File: config.mk
export PLATFORM = sky130hd
export DESIGN_NAME = uart_tx_frame_ctrl
export DESIGN_NICKNAME = d
export VERILOG_FILES = /design/src/rtl/uart_tx_pkg.sv /design/src/rtl/uart_tx_parity_calc.sv /design/src/rtl/uart_tx_frame_ctrl.sv
export SDC_FILE = /design/constraint.sdc
export NUM_CORES = 1
export LEC_CHECK = 0
export ABC_AREA = 1
export BUFFER_PORTS_ARGS = -buffer_cell sky130_fd_sc_hd__buf_2
export CORE_MARGIN = 2
export CORE_UTILIZATION = 30
export DETAILED_ROUTE_END_ITERATION = 8
export SLEW_MARGIN = 20
export SYNTH_ARGS = -nofsm -noshare
export SYNTH_HDL_FRONTEND = slang
export SYNTH_SLANG_ARGS = --single-unit
File: constraint.sdc
create_clock -name CLK -period 3.5 [get_ports CLK]
set_input_delay 0.35 -clock CLK [delete_from_list [all_inputs] [get_ports CLK]]
set_output_delay 0.35 -clock CLK [all_outputs]
set_load 0.02 [all_outputs]
File: src/rtl/uart_tx_pkg.sv
// Shared types and line-level constants for the UART transmit path.
package uart_tx_pkg;

    typedef enum logic [2:0] {
        IDLE   = 3'd0,
        START  = 3'd1,
        DATA   = 3'd2,
        PARITY = 3'd3,
        STOP   = 3'd4
    } tx_state_e;

    localparam logic PAR_EVEN  = 1'b0;
    localparam logic PAR_ODD   = 1'b1;
    localparam logic LINE_IDLE = 1'b1;
    localparam logic START_BIT = 1'b0;
    localparam logic STOP_BIT  = 1'b1;

endpackage

File: src/rtl/uart_tx_parity_calc.sv
// Latches the byte and parity configuration at frame accept and derives the parity bit,
// so upstream changes during a frame cannot disturb it.
module uart_tx_parity_calc
    import uart_tx_pkg::*;
#(
    parameter int DATA_WIDTH = 8
) (
    input  logic                  clk,
    input  logic                  rst_n,
    input  logic                  en,
    input  logic [DATA_WIDTH-1:0] p_data,
    input  logic                  par_en,
    input  logic                  par_typ,
    output logic                  par_en_lat,
    output logic                  par_bit
);

    logic [DATA_WIDTH-1:0] data_q, data_d;
    logic                  par_en_q, par_en_d;
    logic                  par_typ_q, par_typ_d;

    always_comb begin
        data_d    = data_q;
        par_en_d  = par_en_q;
        par_typ_d = par_typ_q;
        if (en) begin
            data_d    = p_data;
            par_en_d  = par_en;
            par_typ_d = par_typ;
        end
    end

    always_ff @(posedge clk or negedge rst_n) begin
        if (!rst_n) begin
            data_q    <= '0;
            par_en_q  <= 1'b0;
            par_typ_q <= PAR_EVEN;
        end else begin
            data_q    <= data_d;
            par_en_q  <= par_en_d;
            par_typ_q <= par_typ_d;
        end
    end

    // Odd parity inverts the even-parity reduction of the latched byte.
    assign par_bit    = (^data_q) ^ (par_typ_q == PAR_ODD);
    assign par_en_lat = par_en_q;

endmodule

File: src/rtl/uart_tx_frame_ctrl.sv
// UART TX frame sequencer: start, 8 serializer-supplied data bits, optional parity, stop.
// TX_OUT is a single register fed by a state mux, giving one fixed cycle of line latency.
module uart_tx_frame_ctrl
    import uart_tx_pkg::*;
#(
    parameter int DATA_WIDTH = 8
) (
    input  logic                  CLK,
    input  logic                  RST,
    input  logic [DATA_WIDTH-1:0] P_DATA,
    input  logic                  DATA_VALID,
    input  logic                  PAR_EN,
    input  logic                  PAR_TYP,
    input  logic                  SER_DATA,
    input  logic                  SER_DONE,
    output logic                  SER_EN,
    output logic                  TX_OUT,
    output logic                  BUSY
);

    tx_state_e state_q, state_d;
    logic      tx_q, tx_d;
    logic      accept;
    logic      par_en_lat;
    logic      par_bit;

    // Offers are only honoured between frames.
    assign accept = (state_q == IDLE) && DATA_VALID;

    uart_tx_parity_calc #(
        .DATA_WIDTH (DATA_WIDTH)
    ) u_parity (
        .clk        (CLK),
        .rst_n      (RST),
        .en         (accept),
        .p_data     (P_DATA),
        .par_en     (PAR_EN),
        .par_typ    (PAR_TYP),
        .par_en_lat (par_en_lat),
        .par_bit    (par_bit)
    );

    always_comb begin
        state_d = state_q;
        case (state_q)
            IDLE:    if (accept) state_d = START;
            START:   state_d = DATA;
            DATA: begin
                if (SER_DONE) state_d = par_en_lat ? PARITY : STOP;
            end
            PARITY:  state_d = STOP;
            STOP:    state_d = IDLE;
            default: state_d = IDLE;
        endcase
    end

    always_comb begin
        tx_d = LINE_IDLE;
        case (state_q)
            IDLE:    tx_d = LINE_IDLE;
            START:   tx_d = START_BIT;
            DATA:    tx_d = SER_DATA;
            PARITY:  tx_d = par_bit;
            STOP:    tx_d = STOP_BIT;
            default: tx_d = LINE_IDLE;
        endcase
    end

    always_ff @(posedge CLK or negedge RST) begin
        if (!RST) begin
            state_q <= IDLE;
            tx_q    <= LINE_IDLE;
        end else begin
            state_q <= state_d;
            tx_q    <= tx_d;
        end
    end

    assign SER_EN = (state_q == DATA);
    assign BUSY   = (state_q != IDLE);
    assign TX_OUT = tx_q;

endmodule

==> results of run 1 <==
==> state kept, by name, indices dropped and copies added, names as in the netlist <==
name,cells
u_parity.par_en_lat,1
TX_OUT,1
state_q,3
u_parity.data_q,8
u_parity.par_typ_q,1
==> worst reg2reg max path, cell delays in order (launching register included) <==
cell and delay (ns):
dfrtp_1 0.42, nor2_4 0.16, nand3_4 0.21, mux2_4 0.36
==> final cells by class <==
cell class,count,area [um^2],area share
well taps,30,37.5,0.0410
repair buffers,18,95.1,0.104
inverters,11,41.3,0.0451
clock buffers,4,36.3,0.0396
multi-input cells,64,354,0.387
flip-flops and latches,14,352,0.384
==> layer usage <==
metal | GRT usage | up-vias
met1 | 0.129 | 279
met5 | 0 | -
li1 | - | 326
met3 | 0.0164 | 4
met2 | 0.191 | 11
met4 | 0.0750 | 0
==> metrics by stage <==
stage	std cells	setup WS [ns]	hold WS, ns	power, uW
floorplan	90	2.37	0.0544	668
finish	141	1.95	0.300	862
detailed placement	136	2.26	0.266	747
global route	141	1.85	0.281	957
global placement	136	2.28	0.263	730
CTS	141	1.94	0.288	871
==> power by group <==
part           switching [uW]  internal [uW]  total, uW
clock network            51.1           63.2        114
logic                     253            183        436
registers                68.0            244        312
==> worst max path at each step <==
| stage | slack [ns] | startpoint | depth (start not counted) | endpoint |
|---|---|---|---|---|
| 3_3_place_gp | 2.28 | state_q[1] | 5 | SER_EN |
| 5_1_grt | 1.85 | state_q[1] | 5 | SER_EN |
| 2_1_floorplan | 2.37 | state_q[2] | 6 | state_q[0] |
| 6_report | 1.95 | state_q[2] | 4 | SER_EN |
| 4_1_cts | 1.94 | state_q[2] | 4 | SER_EN |
| 3_5_place_dp | 2.26 | state_q[2] | 3 | u_parity.par_en_lat |
==> repair_timing <==
| action | CTS | global route |
|---|---|---|
| hold buffers | 1 | 0 |
| setup buffers | 0 | 0 |
| hold endpoints to repair | 13 | 0 |
==> cells by family (layout without fill, tap and decap cells) <==
kind of cell / Yosys count / in the layout / share of synthesized area
and+or+nand+nor: 48 / 48 / 0.292
DFF: 14 / 14 / 0.461
buffers and inverters: 12 / 33 / 0.0739
AOI/OAI and AO/OA: 10 / 10 / 0.0706
muxes: 4 / 4 / 0.0788
xor gates and xnor gates: 2 / 2 / 0.0230
==> cell usage after synthesis <==
cell type,n
inv_2,3
o21ai_1,1
dfstp_2,1
dfrtp_1,13
xor2_1,1
buf_8,1
nand3_1,4
nand2_1,30
nor2_4,2
xnor2_1,1
nand2_2,1
mux2_4,4
nand3b_1,1
inv_1,8
a211oi_1,1
nor2_1,8
a21oi_1,7
nand3_4,1
a31oi_1,1
nor2_2,1
==> impl_metrics.json, run 1 <==
{
  "outcome": "finished clean",
  "rrSetupSlack_ns": 2.24,
  "clkLatencyLatePin_ns": 0.27,
  "rsz0062_at_grt": "false",
  "hold_viol": 0,
  "wl_met3_um": 40,
  "timing.rr.end": "u_parity.data_q[0]",
  "top_layer_used": "met4",
  "nNetsFinal": 127,
  "pin_count": 18,
  "crit_family": "flip-flops",
  "hp-start": "P_DATA[6]",
  "tightest_slew_ns": 0.316,
  "hold_depth": 2,
  "cap_violations": 0,
  "min_path_type": "input port to register",
  "wl_met2_um": 692,
  "syn_to_final_growth_pct": 20.2,
  "whs_endpoint": "u_parity.data_q[6]",
  "die_height_um": 54.4,
  "finalCriticalPeriod_ns": 1.55,
  "crit_fanout": 3,
  "final_cell_mix": "nand2_1 (30), buf_2 (17), dfrtp_1 (13), inv_1 (8), nor2_1 (8)",
  "root_buffer": "clkbuf_4",
  "cts.path.max_buffers": 2,
  "filler_cell_count": 254,
  "synthTopCellsByArea": "dfrtp_1 (43%), nand2_1 (15%), mux2_4 (7.9%)",
  "vdd.ir_drop.worst_mv": 0.419,
  "synth-seq-area-share": 0.461,
  "drt_iter0_drc": 5,
  "syn_nets": 105,
  "syn_avg_cell_area_um2": 8.47,
  "cts_resized": 0,
  "core_area_um2": 2430,
  "cts_max_level": 1,
  "ys_ff_latch": 14,
  "drc": 0,
  "rr_worst_depth": 3,
  "rows": 18,
  "grt_pass1_wl_um": 2350,
  "path_class": "register to output port",
  "die_w_um": 54.4,
  "fin_util": 0.377,
  "cpMaxStageDelayCell": "dfrtp_1",
  "m1WireLength_um": 677,
  "track_usage": 0.112,
  "yosys_warnings": 0,
  "r2r-start": "state_q[2]",
  "arrival_ns": 1.20,
  "finalMaxSlewViolations": 0,
  "slew_headroom": 0.789,
  "design_area_um2": 916,
  "drive_above_1_share": 0.306,
  "place_congestion": 0.659,
  "tns_ns": 0,
  "final.period_utilization": 0.442,
  "grt_overflow": 0,
  "num_vias": 620,
  "initial_core_util": 0.313,
  "slowest_delay_ns": 0.42,
  "dieArea_um2": 2960,
  "hpwl_um": 1070,
  "grt_pass1_vias": 579,
  "via_per_inst": 4.40,
  "final_common_cell": "nand2_1",
  "skew_ns": 0.000330,
  "diodes": 0,
  "io_buffers": 17,
  "grt_max_degree": 17,
  "wl_per_cell_um": 10.3,
  "postRouteAntennaNets": 0,
  "antenna_found_initial": 0,
  "placed_area_um2": 870,
  "clk_pin_slew_ns": 0.08,
  "syn_inst": 90,
  "crit_path_start_kind": "register",
  "syn_area_um2": 762,
  "ys_types": 20,
  "finalSetupViolCount": 0,
  "endpoint_kind": "output port",
  "synth_top_cell_by_area": "dfrtp_1",
  "tritoncts": "yes",
  "p_per_area_nw_per_um2": 942,
  "critPathBufInv": 2,
  "cp.required_ns": 3.15,
  "fmax_mhz": 646,
  "p_leak_uw": 0.000492,
  "drt_pass1_iterations": 4,
  "cts_made_buffers": 3,
  "clock-sinks": 14,
  "cp_cell_sequence": "nor2_2 > inv_2 > nor2_4 > buf_2",
  "netlist.area_leader.share": 0.427,
  "drt-total-wl_um": 1450
}
Note: power is estimated with default switching activity, not from simulation.
==> inputs of run 2 (changes only) <==
--- a/config.mk
+++ b/config.mk
@@ -5,7 +5,7 @@
 export SDC_FILE = /design/constraint.sdc
 export NUM_CORES = 1
 export LEC_CHECK = 0
-export ABC_AREA = 1
+export ABC_AREA = 0
 export BUFFER_PORTS_ARGS = -buffer_cell sky130_fd_sc_hd__buf_2
 export CORE_MARGIN = 2
 export CORE_UTILIZATION = 30
==> constraint.sdc (replaced) <==
create_clock -name CLK -period 1.31 [get_ports CLK]
set_input_delay 0.131 -clock CLK [delete_from_list [all_inputs] [get_ports CLK]]
set_output_delay 0.131 -clock CLK [all_outputs]
set_load 0.02 [all_outputs]
==> impl_metrics.json, run 2 <==
{
  "ys_ff_latch": 14,
  "die_w_um": 52.7,
  "root_buffer": "clkbuf_4",
  "syn_to_final_growth_pct": 29.7,
  "rows": 17,
  "hpwl_um": 969,
  "yosys_warnings": 0,
  "antenna_found_initial": 0,
  "netlist.area_leader.share": 0.457,
  "drt_pass1_iterations": 3,
  "grt_overflow": 0,
  "min_path_type": "input port to register",
  "endpoint_kind": "register",
  "clk_pin_slew_ns": 0.08,
  "cp_cell_sequence": "or3_4 > nor2_4 > buf_12 > mux2_4",
  "filler_cell_count": 230,
  "syn_avg_cell_area_um2": 13.2,
  "synth_top_family_by_area": "multiplexers",
  "yosysMostFrequentCell": "dfrtp_1",
  "drive_above_1_share": 0.531,
  "ff_latch_area_um2": 352,
  "syn_area_um2": 712,
  "pin_count": 18,
  "r2r-start": "state_q[2]",
  "track_usage": 0.113,
  "synth-adder-area-share": 0,
  "p_leak_uw": 0.000451,
  "clkLatencyLatePin_ns": 0.27,
  "dpl_worst_slack_ns": -0.155,
  "synth-edff-count": 0,
  "syn_nets": 69,
  "synth-xor-area-share": 0.0931,
  "multi_input_area_um2": 327,
  "tritoncts": "yes",
  "outcome": "finished, violations left",
  "slowest_delay_ns": 0.40,
  "wl_per_cell_um": 12.4,
  "drt-total-wl_um": 1350,
  "final_common_cell": "buf_2",
  "arrival_ns": 1.63,
  "synth-simple-area-share": 0.0931,
  "async_flop_share": 1.00,
  "slew_headroom": 0.789,
  "synthTopCellsByCount": "dfrtp_1 (13), mux2_4 (8), a21oi_1 (4), inv_1 (4)",
  "ys_types": 22,
  "synth-seq-area-share": 0.494,
  "drc": 0,
  "largestRegisters": "u_parity.data_q: 8 flops, state_q: 3 flops",
  "grt_pass1_vias": 479,
  "cap_violations": 0,
  "hp-start": "PAR_EN",
  "skew_ns": 0.00366,
  "grt_max_degree": 15,
  "fmax_mhz": 681,
  "finalSetupViolCount": 11,
  "path_class": "register to register",
  "fin_ws_ns": -0.159,
  "layout.cells.non_filler": 109,
  "crit_path_start_kind": "register",
  "postRouteAntennaNets": 0,
  "synth_top_cell_by_area": "dfrtp_1",
  "synthTopCellsByArea": "dfrtp_1 (46%), mux2_4 (17%), dfstp_2 (3.7%)",
  "diodes": 0,
  "initial_core_util": 0.319,
  "rrSetupSlack_ns": -0.16,
  "grt_pass1_wl_um": 2130,
  "synth_ff_type": "dfrtp_1",
  "worst_hold_slack_ns": 0.0610,
  "dp_cells": 102,
  "muxShareOfSynthArea": 0.185,
  "finalMaxSlewViolations": 0,
  "p_per_area_nw_per_um2": 2640,
  "critPathBufInv": 1,
  "crit_start": "state_q[2]",
  "violations": "negative setup slack",
  "crit_fanout": 9,
  "finalCriticalPeriod_ns": 1.47,
  "io_buffers": 17,
  "cpMaxStageDelayCell": "or3_4",
  "die_height_um": 52.7,
  "dieArea_um2": 2780,
  "crit_family": "simple AND/OR/NAND/NOR gates",
  "hold_viol": 0,
  "final.period_utilization": 1.12,
  "num_vias": 491,
  "cts.path.max_buffers": 2,
  "largest_register_ff_count": 8,
  "vdd.ir_drop.worst_mv": 0.912,
  "syn_inst": 54,
  "cts_made_buffers": 3,
  "rsz0062_at_grt": "true",
  "clock-sinks": 14,
  "core_area_um2": 2230,
  "final_cell_mix": "buf_2 (16), dfrtp_1 (13), mux2_4 (9), buf_4 (6), a21oi_1 (4)",
  "cp.required_ns": 1.47,
  "via_per_inst": 4.50,
  "synth_compound_gate_area_share": 0.0703,
  "place_congestion": 0.744,
  "top_register": "u_parity.data_q",
  "tightest_slew_ns": 0.317,
  "cts_max_level": 1,
  "drt_iter0_drc": 3,
  "nNetsFinal": 97
}
run 2: cell types whose count changed in the layout (fill, tap and decap cells not counted), sizes merged, moves of 2 or more:
cell,previous run,this run
a21oi,7,4
buf,17,24
inv,11,4
mux2,4,9
nand2,31,3
nand3,5,0
nor2,11,2
nor3,0,3
xnor2,1,3
run 2: what timing repair did:
action / 4_1_cts / 5_1_grt
buffers inserted: 1 / 2
resized for setup: 3 / 5
hold endpoints to repair: 13 / 0
pin swaps: 4 / 1
setup endpoints to repair: 13 / 13
hold buffers: 1 / 0
run 2: final timing paths:
path / to / depth (start not counted)
setup / recovery: u_parity.data_q[3] / 4
hold / removal: u_parity.par_en_lat / 3
setup reg to reg: u_parity.data_q[3] / 4
hold reg to reg: u_parity.data_q[6] / 1
max in group asynchronous: TX_OUT / 2
min in group asynchronous: u_parity.data_q[6] / 2
run 2: logic make-up after synthesis:
logic type / Yosys count
AOI/OAI and AO/OA: 8
muxes: 9
xor gates and xnor gates: 6
and+or+nand+nor: 11
buffers and inverters: 6
DFF: 14
run 2: worst register-to-register path, delay by kind of cell, from the launching register on:
| family | cells | cell delay (ns) |
|---|---|---|
| buffers and inverters | 1 | 0.15 |
| muxes | 1 | 0.30 |
| and+or+nand+nor | 2 | 0.53 |
| DFF | 1 | 0.38 |
run 2: layer usage:
layer	vias up	GRT usage	share of wire	wire length [um]
met5	-	0	0	0
met4	0	0.0769	0.012	16
met3	2	0.0286	0.040	54
met2	9	0.163	0.50	675
met1	244	0.147	0.45	601
li1	236	-	-	-
run 2: cell type report:
| cell class | count | share of cell area |
|---|---|---|
| Timing Repair Buffer | 25 | 0.180 |
| Multi-Input combinational cell | 34 | 0.354 |
| Clock buffer | 4 | 0.0285 |
| Sequential cell | 14 | 0.381 |
| Inverter | 4 | 0.0190 |
| Tap cell | 28 | 0.0379 |
run 2: report_power, final:
| group | switching, uW | total (uW) | internal, uW |
|---|---|---|---|
| combinational | 554 | 1390 | 834 |
| clock | 136 | 253 | 118 |
| sequential | 145 | 800 | 655 |
run 2: stage by stage:
stage / area, um^2 / util / total power (uW) / setup TNS [ns]
floorplan: 712 / - / 1820 / -1.93
global placement: 851 / 0.381 / 2050 / -1.01
detailed placement: 851 / 0.381 / 2080 / -1.28
CTS: 906 / 0.406 / 2400 / -1.45
global route: 923 / 0.413 / 2640 / -2.04
finish: 923 / 0.413 / 2440 / -1.43
